**src/rtl/pc_gen_unit.sv**
```systemverilog
// -----------------------------------------------------------------------------
// pc_gen_unit
//   Program-counter generator for the fetch stage. Each rising clock edge picks
//   the next fetch address, in fixed priority order:
//     trap > redirect > stall > call/return prediction > sequential increment.
//   A circular return-address stack (RAS) is included. Calls push the return
//   address (pc + PC_INC). Returns pop the most recent entry.
//
// Parameters
//   XLEN          address width in bits
//   RESET_VECTOR  pc value while and after reset
//   PC_INC        sequential increment in bytes
//   RAS_DEPTH     RAS entries (power of two, >= 2)
//
// Ports
//   clk            rising-edge clock
//   rst            asynchronous, active-high reset
//   stall          hold pc (hazard unit)
//   redirect       EX-stage redirect request, target in redirect_addr
//   trap           exception/interrupt request, target in trap_vector
//   call           fetched instruction is a call, target in call_target
//   ret            fetched instruction is a return
//   pc             registered fetch address
//   ras_empty      RAS holds no entries
//   ras_full       RAS holds RAS_DEPTH entries
//   ras_underflow  one-cycle pulse after a return was taken with an empty RAS
// -----------------------------------------------------------------------------
module pc_gen_unit #(
    parameter int              XLEN         = 64,
    parameter logic [XLEN-1:0] RESET_VECTOR = '0,
    parameter int              PC_INC       = 4,
    parameter int              RAS_DEPTH    = 8
) (
    input  logic            clk,
    input  logic            rst,
    input  logic            stall,
    input  logic            redirect,
    input  logic [XLEN-1:0] redirect_addr,
    input  logic            trap,
    input  logic [XLEN-1:0] trap_vector,
    input  logic            call,
    input  logic [XLEN-1:0] call_target,
    input  logic            ret,
    output logic [XLEN-1:0] pc,
    output logic            ras_empty,
    output logic            ras_full,
    output logic            ras_underflow
);

    localparam int PTR_W = (RAS_DEPTH > 1) ? $clog2(RAS_DEPTH) : 1;
    localparam int CNT_W = PTR_W + 1;
    localparam logic [CNT_W-1:0] DEPTH_CNT = CNT_W'(RAS_DEPTH);

    // RAS storage. Entries are data only and carry no reset.
    logic [XLEN-1:0]  ras_mem [RAS_DEPTH];
    logic [PTR_W-1:0] top_ptr;      // index of the most recent entry
    logic [CNT_W-1:0] ras_count;

    logic [PTR_W-1:0] ptr_inc;
    logic [PTR_W-1:0] ptr_dec;
    logic [XLEN-1:0]  seq;
    logic [XLEN-1:0]  top_entry;

    logic [XLEN-1:0]  pc_next;
    logic             do_push;
    logic             do_pop;
    logic             do_swap;
    logic             do_flush;
    logic             underflow_next;

    // The pointer wraps naturally because RAS_DEPTH is a power of two.
    // When the stack is full, the slot after top holds the oldest entry.
    // That is the slot a push overwrites.
    assign ptr_inc   = top_ptr + PTR_W'(1);
    assign ptr_dec   = top_ptr - PTR_W'(1);
    assign seq       = pc + XLEN'(PC_INC);
    assign top_entry = ras_mem[top_ptr];

    assign ras_empty = (ras_count == '0);
    assign ras_full  = (ras_count == DEPTH_CNT);

    // ---- select stage: next-pc and RAS operation decode ----
    always_comb begin
        pc_next        = seq;
        do_push        = 1'b0;
        do_pop         = 1'b0;
        do_swap        = 1'b0;
        do_flush       = 1'b0;
        underflow_next = 1'b0;

        if (trap) begin
            pc_next  = trap_vector;
            do_flush = 1'b1;
        end else if (redirect) begin
            pc_next = redirect_addr;
        end else if (stall) begin
            pc_next = pc;
        end else if (call && ret && !ras_empty) begin
            // Tail-call style: consume the top entry and replace it in place.
            // The depth is unchanged.
            pc_next = top_entry;
            do_swap = 1'b1;
        end else if (call) begin
            // This branch also covers call&ret with an empty RAS.
            pc_next = call_target;
            do_push = 1'b1;
        end else if (ret) begin
            if (!ras_empty) begin
                pc_next = top_entry;
                do_pop  = 1'b1;
            end else begin
                underflow_next = 1'b1;
            end
        end
    end

    // ---- register stage: pc and RAS control ----
    always_ff @(posedge clk or posedge rst) begin
        if (rst) begin
            pc            <= RESET_VECTOR;
            ras_count     <= '0;
            top_ptr       <= '0;
            ras_underflow <= 1'b0;
        end else begin
            pc            <= pc_next;
            ras_underflow <= underflow_next;
            if (do_flush) begin
                ras_count <= '0;
            end else if (do_push) begin
                top_ptr <= ptr_inc;
                if (!ras_full) begin
                    ras_count <= ras_count + CNT_W'(1);
                end
            end else if (do_pop) begin
                top_ptr   <= ptr_dec;
                ras_count <= ras_count - CNT_W'(1);
            end
        end
    end

    // RAS entry writes. The entries are not reset, so this block has no reset.
    always_ff @(posedge clk) begin
        if (do_push) begin
            ras_mem[ptr_inc] <= seq;
        end else if (do_swap) begin
            ras_mem[top_ptr] <= seq;
        end
    end

endmodule

```
**config.mk**
```make
export PLATFORM = sky130hd
export DESIGN_NAME = pc_gen_unit
export DESIGN_NICKNAME = d
export VERILOG_FILES = /design/src/rtl/pc_gen_unit.sv
export SDC_FILE = /design/constraint.sdc
export NUM_CORES = 1
export LEC_CHECK = 0
export CAP_MARGIN = 10
export CORE_MARGIN = 1.5
export CORE_UTILIZATION = 57
export CTS_CLUSTER_DIAMETER = 80
export CTS_CLUSTER_SIZE = 24
export DETAILED_ROUTE_END_ITERATION = 8
export PLACE_DENSITY = 0.81
export SYNTH_ARGS = -nofsm -noshare
export SYNTH_HDL_FRONTEND = slang
export SYNTH_SLANG_ARGS = --single-unit
export TNS_END_PERCENT = 10
```
**constraint.sdc**
```tcl
create_clock -name clk -period 5.7 [get_ports clk]
set_input_delay 0.57 -clock clk [delete_from_list [all_inputs] [get_ports clk]]
set_output_delay 0.57 -clock clk [all_outputs]
set_load 0.005 [all_outputs]
```
==> qor.log, run 1 <==
INFO  cells_and_area multi_input_comb_area=8550µm²
INFO  logic_synthesis syn-mean-instance-area=14.8µm²
INFO  logic_synthesis netlist.area_leader.share=0.585
INFO  clock_tree     cts_hold_buffers=0
INFO  logic_synthesis syn-instance-count=1,774
INFO  sta            setup_slack=1.83ns
INFO  logic_synthesis synth_seq_cells=584
INFO  critical_path  critical_path_arrival=4.13ns
INFO  run            max-cap-violations=0
INFO  critical_path  setup.worst_path.class=reg -> reg
INFO  grt            track_usage=0.333
INFO  critical_path  critical_path_depth=7
INFO  sta            slew_worst_pin=1.19ns
INFO  critical_path  crit_path_start_kind=flop
INFO  placed_design  port_buffers=265
INFO  floorplan      die_w=218µm
INFO  logic_synthesis most_repeated_cell_in_the_gate_level_netlist_after_synthesis=edfxtp_1
INFO  logic_synthesis yosys_most_used_dff=edfxtp_1
INFO  clock_tree     cts-htree-levels=1
INFO  logic_synthesis synthesis.yosys.warnings=0
INFO  drt            drt-initial-drc-count=3,025
INFO  sta            final_slew_viol_count=0
INFO  drt            final_ant_viol_nets=0
INFO  logic_synthesis synth.yosys.seq_area_share=0.654
INFO  sta            timing.final.setup_violations=0
INFO  floorplan      initial_core_util=0.578
INFO  clock_tree     tritoncts_buffer_count=28
INFO  power          clock_power_share=0.229
INFO  floorplan      io-pin-count=266
INFO  grt            antenna_found_initial=2
INFO  floorplan      core_area=45,500µm²
INFO  drt            met2_wirelength=36,700µm
INFO  clock_tree     worst_skew_pair.late_latency=0.61ns
INFO  logic_synthesis synth_top_cell_by_area=edfxtp_1
INFO  logic_synthesis synth_area_leaders=edfxtp_1 59%, mux4_2 11%, dfrtp_1 6.9%, o21ai_0 2.3%, a21oi_1 1.8%
INFO  critical_path  rr_startpoint=top_ptr[1]
INFO  drt            top_layer_used=met5
INFO  logic_synthesis netlist_top_cells_count=512 x edfxtp_1, 128 x mux4_2, 121 x o21ai_0
INFO  power          switchingPower=2.81mW
INFO  sta            finalCriticalPeriod=3.87ns
INFO  cells_and_area final.fill_count=3,077
INFO  clock_tree     clk_pin_slew_worst_paths=0.10ns
INFO  min_path       holdCritPathClass=in -> reg
INFO  critical_path  critical-path-slowest-cell=dfrtp_4
INFO  power          power=9.83mW
INFO  outcome        outcome=finished clean
INFO  drt            detailedRoute.firstPassIterationCount=6
INFO  sta            relSlewSlack=0.209
INFO  sta            finalHoldViolCount=0
INFO  cells_and_area nets=2,197
INFO  critical_path  critical-path-max-stage-delay=0.99ns
INFO  cells_and_area util_after_layout=0.670
INFO  cells_and_area layout-area-overhead-vs-synth=15.9%
INFO  sta            rsz0062_at_grt=false
INFO  power          max-vdd-ir-drop=344µV
INFO  floorplan      fp.dieH=218µm
INFO  grt            grt_pass1_wl=115,000µm
INFO  logic_synthesis synth_cell_type_count=71
INFO  power          power_switching_share=0.286
INFO  placed_design  place_hpwl=51,500µm
INFO  placed_design  dp_slack=1.56ns
INFO  clock_tree     tritoncts_clock_tree=built
INFO  clock_tree     cts.repair.resized=0
INFO  critical_path  crit_path_cell_trace=inv_2 > ha_1 > nand2_1 > o21ai_0 > clkbuf_2 > nor2_4 > buf_4
INFO  logic_synthesis syn-num-nets=1,979
INFO  critical_path  crit_path_required_time=5.96ns
INFO  power          power.share.combinational=0.236
INFO  sta            skew=0.0223ns
INFO  drt            vias_per_cell=6.98
INFO  critical_path  beginning_of_the_critical_path=top_ptr[1]
INFO  critical_path  critical_path_peak_fanout=50
INFO  power          internal_cell_power=7.02mW
INFO  floorplan      floorplan_row_count=78
INFO  drt            routed_length_on_met3=10,400µm
INFO  min_path       timing.hold.worst.start=redirect
INFO  critical_path  path_delay_family=buffers and inverters
INFO  drt            drt_wl_total=79,000µm
INFO  power          power-per-cell-area=323nW/µm²
INFO  sta            fin_worst_hold_slack=0.423ns
INFO  critical_path  end_kind=flop
INFO  cells_and_area antenna_cells_inserted=0
INFO  drt            num_vias=18,229
INFO  clock_tree     cts-root-buf=clkbuf_16
INFO  drt            drcViolationCount=0
INFO  logic_synthesis syn_area=26,300µm²
INFO  critical_path  rrSetupSlack=1.83ns
INFO  clock_tree     number_of_clock_sinks_seen_by_cts=584
INFO  critical_path  path_buf_inv=3
INFO  critical_path  reg2reg_to=ras_mem[0][42]
INFO  drt            route.layer.met1.wl=27,000µm
INFO  sta            max_clock_freq=258MHz
INFO  clock_tree     cts_max_path_buffers=3
INFO  clock_tree     postCtsSetupBuffers=0
INFO  sta            post_route_setup_tns=0ns
INFO  placed_design  place.gp.congestion=1.00
INFO  cells_and_area drive_gt1_frac=0.126
INFO  sta            post-route-period-util=0.680
INFO  grt            via_count_of_the_first_global_routing_pass=18,099
INFO  logic_synthesis postSynth.asyncResetShare=0.123
INFO  power          cellLeakagePower=9.89nW
INFO  cells_and_area seqCellArea=17,200µm²
INFO  grt            grt.overflow.total=0
INFO  critical_path  timing.reg2reg.worst_path_depth=7
INFO  power          pwr-share-seq=0.535
INFO  grt            grt_start_max_net_pins=97
INFO  critical_path  cp-endpoint=ras_mem[0][42]
INFO  drt            post_drt_wl_per_cell=30.3µm
INFO  logic_synthesis synth-edff-count=512
INFO  floorplan      die_area=47,400µm²
-- worst register-to-register path: cells and delay by family, from the launching register on --
kind	cells	cell delay (ns)
AOI/OAI and AO/OA	1	0.27
DFF	1	0.99
adders and majority gates	1	0.40
and+or+nand+nor	2	0.81
buffers and inverters	3	1.04
-- stage by stage --
step | cells | cell area [µm²]
after floorplan | 1774 | 26300
after global placement | 2561 | 29600
after detailed placement | 2561 | 29600
after CTS | 2610 | 30500
after global routing | 2611 | 30500
final | 2611 | 30500
-- layout by cell type, fill, tap and decap left out, types with 13 or more instances in the layout --
master           count
edfxtp_1           512
a221oi_1            34
dfrtp_1             69
o21ai_0            121
xor2_1              22
mux4_2             128
nor2_1              93
mux2i_1             35
buf_4               38
nor2b_1             13
inv_1               40
a31oi_1             15
a22o_1              28
nor3_1              37
clkbuf_1            18
a21oi_1             94
nand3_1             33
clkbuf_16           29
a211oi_1            16
clkdlybuf4s50_1    262
xnor2_1             36
nand4_1             22
nand2_1            112
-- routing by layer --
layer / track usage / up-vias
li1: - / 7443
met1: 0.438 / 8948
met2: 0.525 / 1529
met3: 0.0695 / 307
met4: 0.179 / 2
met5: 0 / -
-- worst min path at each step --
stage	endpoint	slack, ns	cells past startpoint
6_report	top_ptr[1]	0.42	3
5_1_grt	top_ptr[1]	0.43	3
4_1_cts	top_ptr[1]	0.41	3
3_5_place_dp	pc[3]	0.59	2
3_3_place_gp	pc[3]	0.57	2
2_1_floorplan	pc[3]	0.53	2
-- layout make-up --
cell class	instances	share of cell area
well taps	600	0.0246
repair buffers	307	0.0986
flip-flops and latches	584	0.564
clock buffers	47	0.0260
inverters	42	0.00522
multi-input cells	1029	0.281
clock inverters	2	0.000616
-- state kept, by name, summed over array words and instances, names as in the netlist --
register       cells
pc                64
ras_count          4
ras_mem          512
ras_underflow      1
top_ptr            3
-- cell families (layout without fill, tap and decap cells) --
family                     count (synthesis)  after routing  share of synthesized area
xor gates and xnor gates                  59             59                     0.0200
adders and majority gates                  6              6                    0.00314
DFF                                      584            584                      0.654
muxes                                    169            169                      0.126
and+or+nand+nor                          398            398                     0.0753
AOI/OAI and AO/OA                        397            397                     0.0979
buffers and inverters                    161            398                     0.0244
-- power by group through the flow --
stage / Combinational (mW) / Sequential [mW] / Clock [mW]
4_1_cts: 2.30 / 5.24 / 2.25
3_3_place_gp: 2.23 / 5.33 / 0
6_report: 2.32 / 5.26 / 2.25
2_1_floorplan: 1.67 / 5.09 / 0
3_5_place_dp: 2.29 / 5.34 / 0
5_1_grt: 2.44 / 5.27 / 2.40
Power figures use the tool's default switching activity.
==> inputs of run 2 (changes only) <==
==> constraint.sdc (replaced) <==
create_clock -name clk -period 3.6 [get_ports clk]
set_input_delay 0.36 -clock clk [delete_from_list [all_inputs] [get_ports clk]]
set_output_delay 0.36 -clock clk [all_outputs]
set_load 0.005 [all_outputs]
==> qor.log, run 2 (synthesis results as in run 1) <==
INFO  outcome        outcome=finished clean
INFO  cells_and_area top_register=ras_mem
INFO  clock_tree     tritoncts_buffer_count=29
INFO  critical_path  critical-path-slowest-cell=nor4_1
INFO  drt            post_drt_wl_per_cell=30.1µm
INFO  cells_and_area nets=2,219
INFO  clock_tree     clk_pin_slew_worst_paths=0.10ns
INFO  floorplan      floorplan_row_count=78
INFO  cells_and_area final_common_cell=edfxtp_1
INFO  clock_tree     worst_skew_pair.late_latency=0.62ns
INFO  critical_path  crit_path_required_time=3.93ns
INFO  power          power=15.7mW
INFO  drt            vias_per_cell=6.91
INFO  grt            grt_start_max_net_pins=77
INFO  cells_and_area postLayoutCellArea=30,800µm²
INFO  grt            via_count_of_the_first_global_routing_pass=17,728
INFO  grt            grt.overflow.total=0
INFO  sta            finalCriticalPeriod=3.42ns
INFO  drt            drcViolationCount=0
INFO  cells_and_area antenna_cells_inserted=0
INFO  sta            slew_worst_pin=1.04ns
INFO  cells_and_area largest_reg_flops=512
INFO  critical_path  rrSetupSlack=0.18ns
INFO  clock_tree     cts-htree-levels=1
INFO  sta            post_route_setup_tns=0ns
INFO  clock_tree     tritoncts_clock_tree=built
INFO  placed_design  dp_slack=0.378ns
INFO  sta            max_clock_freq=292MHz
INFO  placed_design  place.gp.congestion=0.953
INFO  grt            grt_pass1_wl=115,000µm
INFO  critical_path  rr_startpoint=pc[21]
INFO  critical_path  critical-path-max-stage-delay=0.77ns
INFO  floorplan      core_area=45,500µm²
INFO  critical_path  timing.reg2reg.worst_path_depth=6
INFO  clock_tree     cts_hold_buffers=0
INFO  sta            rsz0062_at_grt=false
INFO  sta            timing.final.setup_violations=0
INFO  min_path       holdCritPathClass=in -> async
INFO  cells_and_area drive_gt1_frac=0.137
INFO  critical_path  critical_path_arrival=3.75ns
INFO  clock_tree     cts_max_path_buffers=3
INFO  critical_path  crit_path_cell_trace=nand4_1 > nor3_1 > nand3_1 > buf_4 > nor4_1 > xor2_1
INFO  critical_path  reg2reg_to=ras_mem[3][42]
INFO  cells_and_area layout_common_cells=512 x edfxtp_1, 262 x clkdlybuf4s50_1, 128 x mux4_2
INFO  placed_design  postPlaceCellArea=30,000µm²
INFO  drt            drt_wl_total=79,300µm
INFO  clock_tree     cts.repair.resized=0
INFO  sta            finalHoldViolCount=0
INFO  floorplan      die_area=47,400µm²
INFO  cells_and_area layout-area-overhead-vs-synth=17.2%
INFO  critical_path  end_kind=flop
INFO  drt            num_vias=18,226
INFO  critical_path  crit_path_start_kind=flop
INFO  sta            post-route-period-util=0.951
INFO  cells_and_area final.fill_count=3,075
INFO  sta            relSlewSlack=0.302
INFO  run            max-cap-violations=0
INFO  placed_design  port_buffers=265
INFO  floorplan      die_w=218µm
INFO  grt            track_usage=0.336
INFO  sta            skew=0.0251ns
INFO  grt            antenna_found_initial=1
INFO  floorplan      initial_core_util=0.578
INFO  power          cellLeakagePower=10.1nW
INFO  critical_path  setup.worst_path.class=reg -> reg
INFO  floorplan      fp.dieH=218µm
INFO  cells_and_area top_regs=ras_mem (512), pc (64), ras_count (4)
INFO  critical_path  critical_path_peak_fanout=12
INFO  sta            final_slew_viol_count=0
INFO  drt            drt-initial-drc-count=2,964
INFO  sta            setup_slack=0.176ns
INFO  clock_tree     number_of_clock_sinks_seen_by_cts=584
INFO  placed_design  place_hpwl=51,700µm
INFO  drt            final_ant_viol_nets=0
INFO  power          max-vdd-ir-drop=391µV
INFO  floorplan      io-pin-count=266
INFO  clock_tree     postCtsSetupBuffers=0
INFO  clock_tree     cts-root-buf=clkbuf_16
INFO  drt            detailedRoute.firstPassIterationCount=7
INFO  power          power-per-cell-area=511nW/µm²
run 2: worst max-delay path by stage:
stage	start	end	slack (ns)	cells after the start
2_1_floorplan	ras_count[0]	ras_mem[5][0]	-0.50	8
3_3_place_gp	pc[21]	ras_mem[2][42]	0.49	6
3_5_place_dp	pc[21]	ras_mem[2][42]	0.38	6
4_1_cts	pc[21]	ras_mem[6][42]	0.35	6
5_1_grt	pc[21]	ras_mem[6][42]	0.09	6
6_report	pc[21]	ras_mem[3][42]	0.18	6
run 2: layout make-up:
class / instances / area, µm² / share of cell area
Clock inverter: 7 / 58.8 / 0.00191
Inverter: 42 / 159 / 0.00516
Tap cell: 600 / 751 / 0.0244
Clock buffer: 47 / 793 / 0.0257
Sequential cell: 584 / 17200 / 0.558
Timing Repair Buffer: 328 / 3310 / 0.108
Multi-Input combinational cell: 1029 / 8550 / 0.277
run 2: through the flow:
stage,hold WS (ns),cells,util
6_report,0.188,2637,0.677
5_1_grt,0.233,2637,0.677
4_1_cts,0.196,2637,0.677
3_5_place_dp,0.546,2583,0.659
3_3_place_gp,0.533,2583,0.659
2_1_floorplan,0.488,1774,-
run 2: worst max-delay path: cells and delay by family (launching register included):
| family | cells | cell delay (ns) |
|---|---|---|
| simple gates | 4 | 1.83 |
| buf+inv | 1 | 0.22 |
| flops | 1 | 0.57 |
| xor+xnor | 1 | 0.53 |
run 2: where the power goes:
group          leakage, nW  total (mW)  switching [mW]  internal [mW]
Clock                0.410        3.65            2.10           1.55
Combinational         4.16        3.89            1.98           1.91
Sequential            5.48        8.20           0.442           7.76
run 2: metal layers:
metal | global-route usage | vias up | routed length [µm]
li1 | - | 7494 | -
met1 | 0.457 | 9039 | 28200
met3 | 0.0792 | 247 | 10900
met4 | 0.173 | 0 | 4410
met2 | 0.511 | 1446 | 35900
met5 | 0 | - | 0
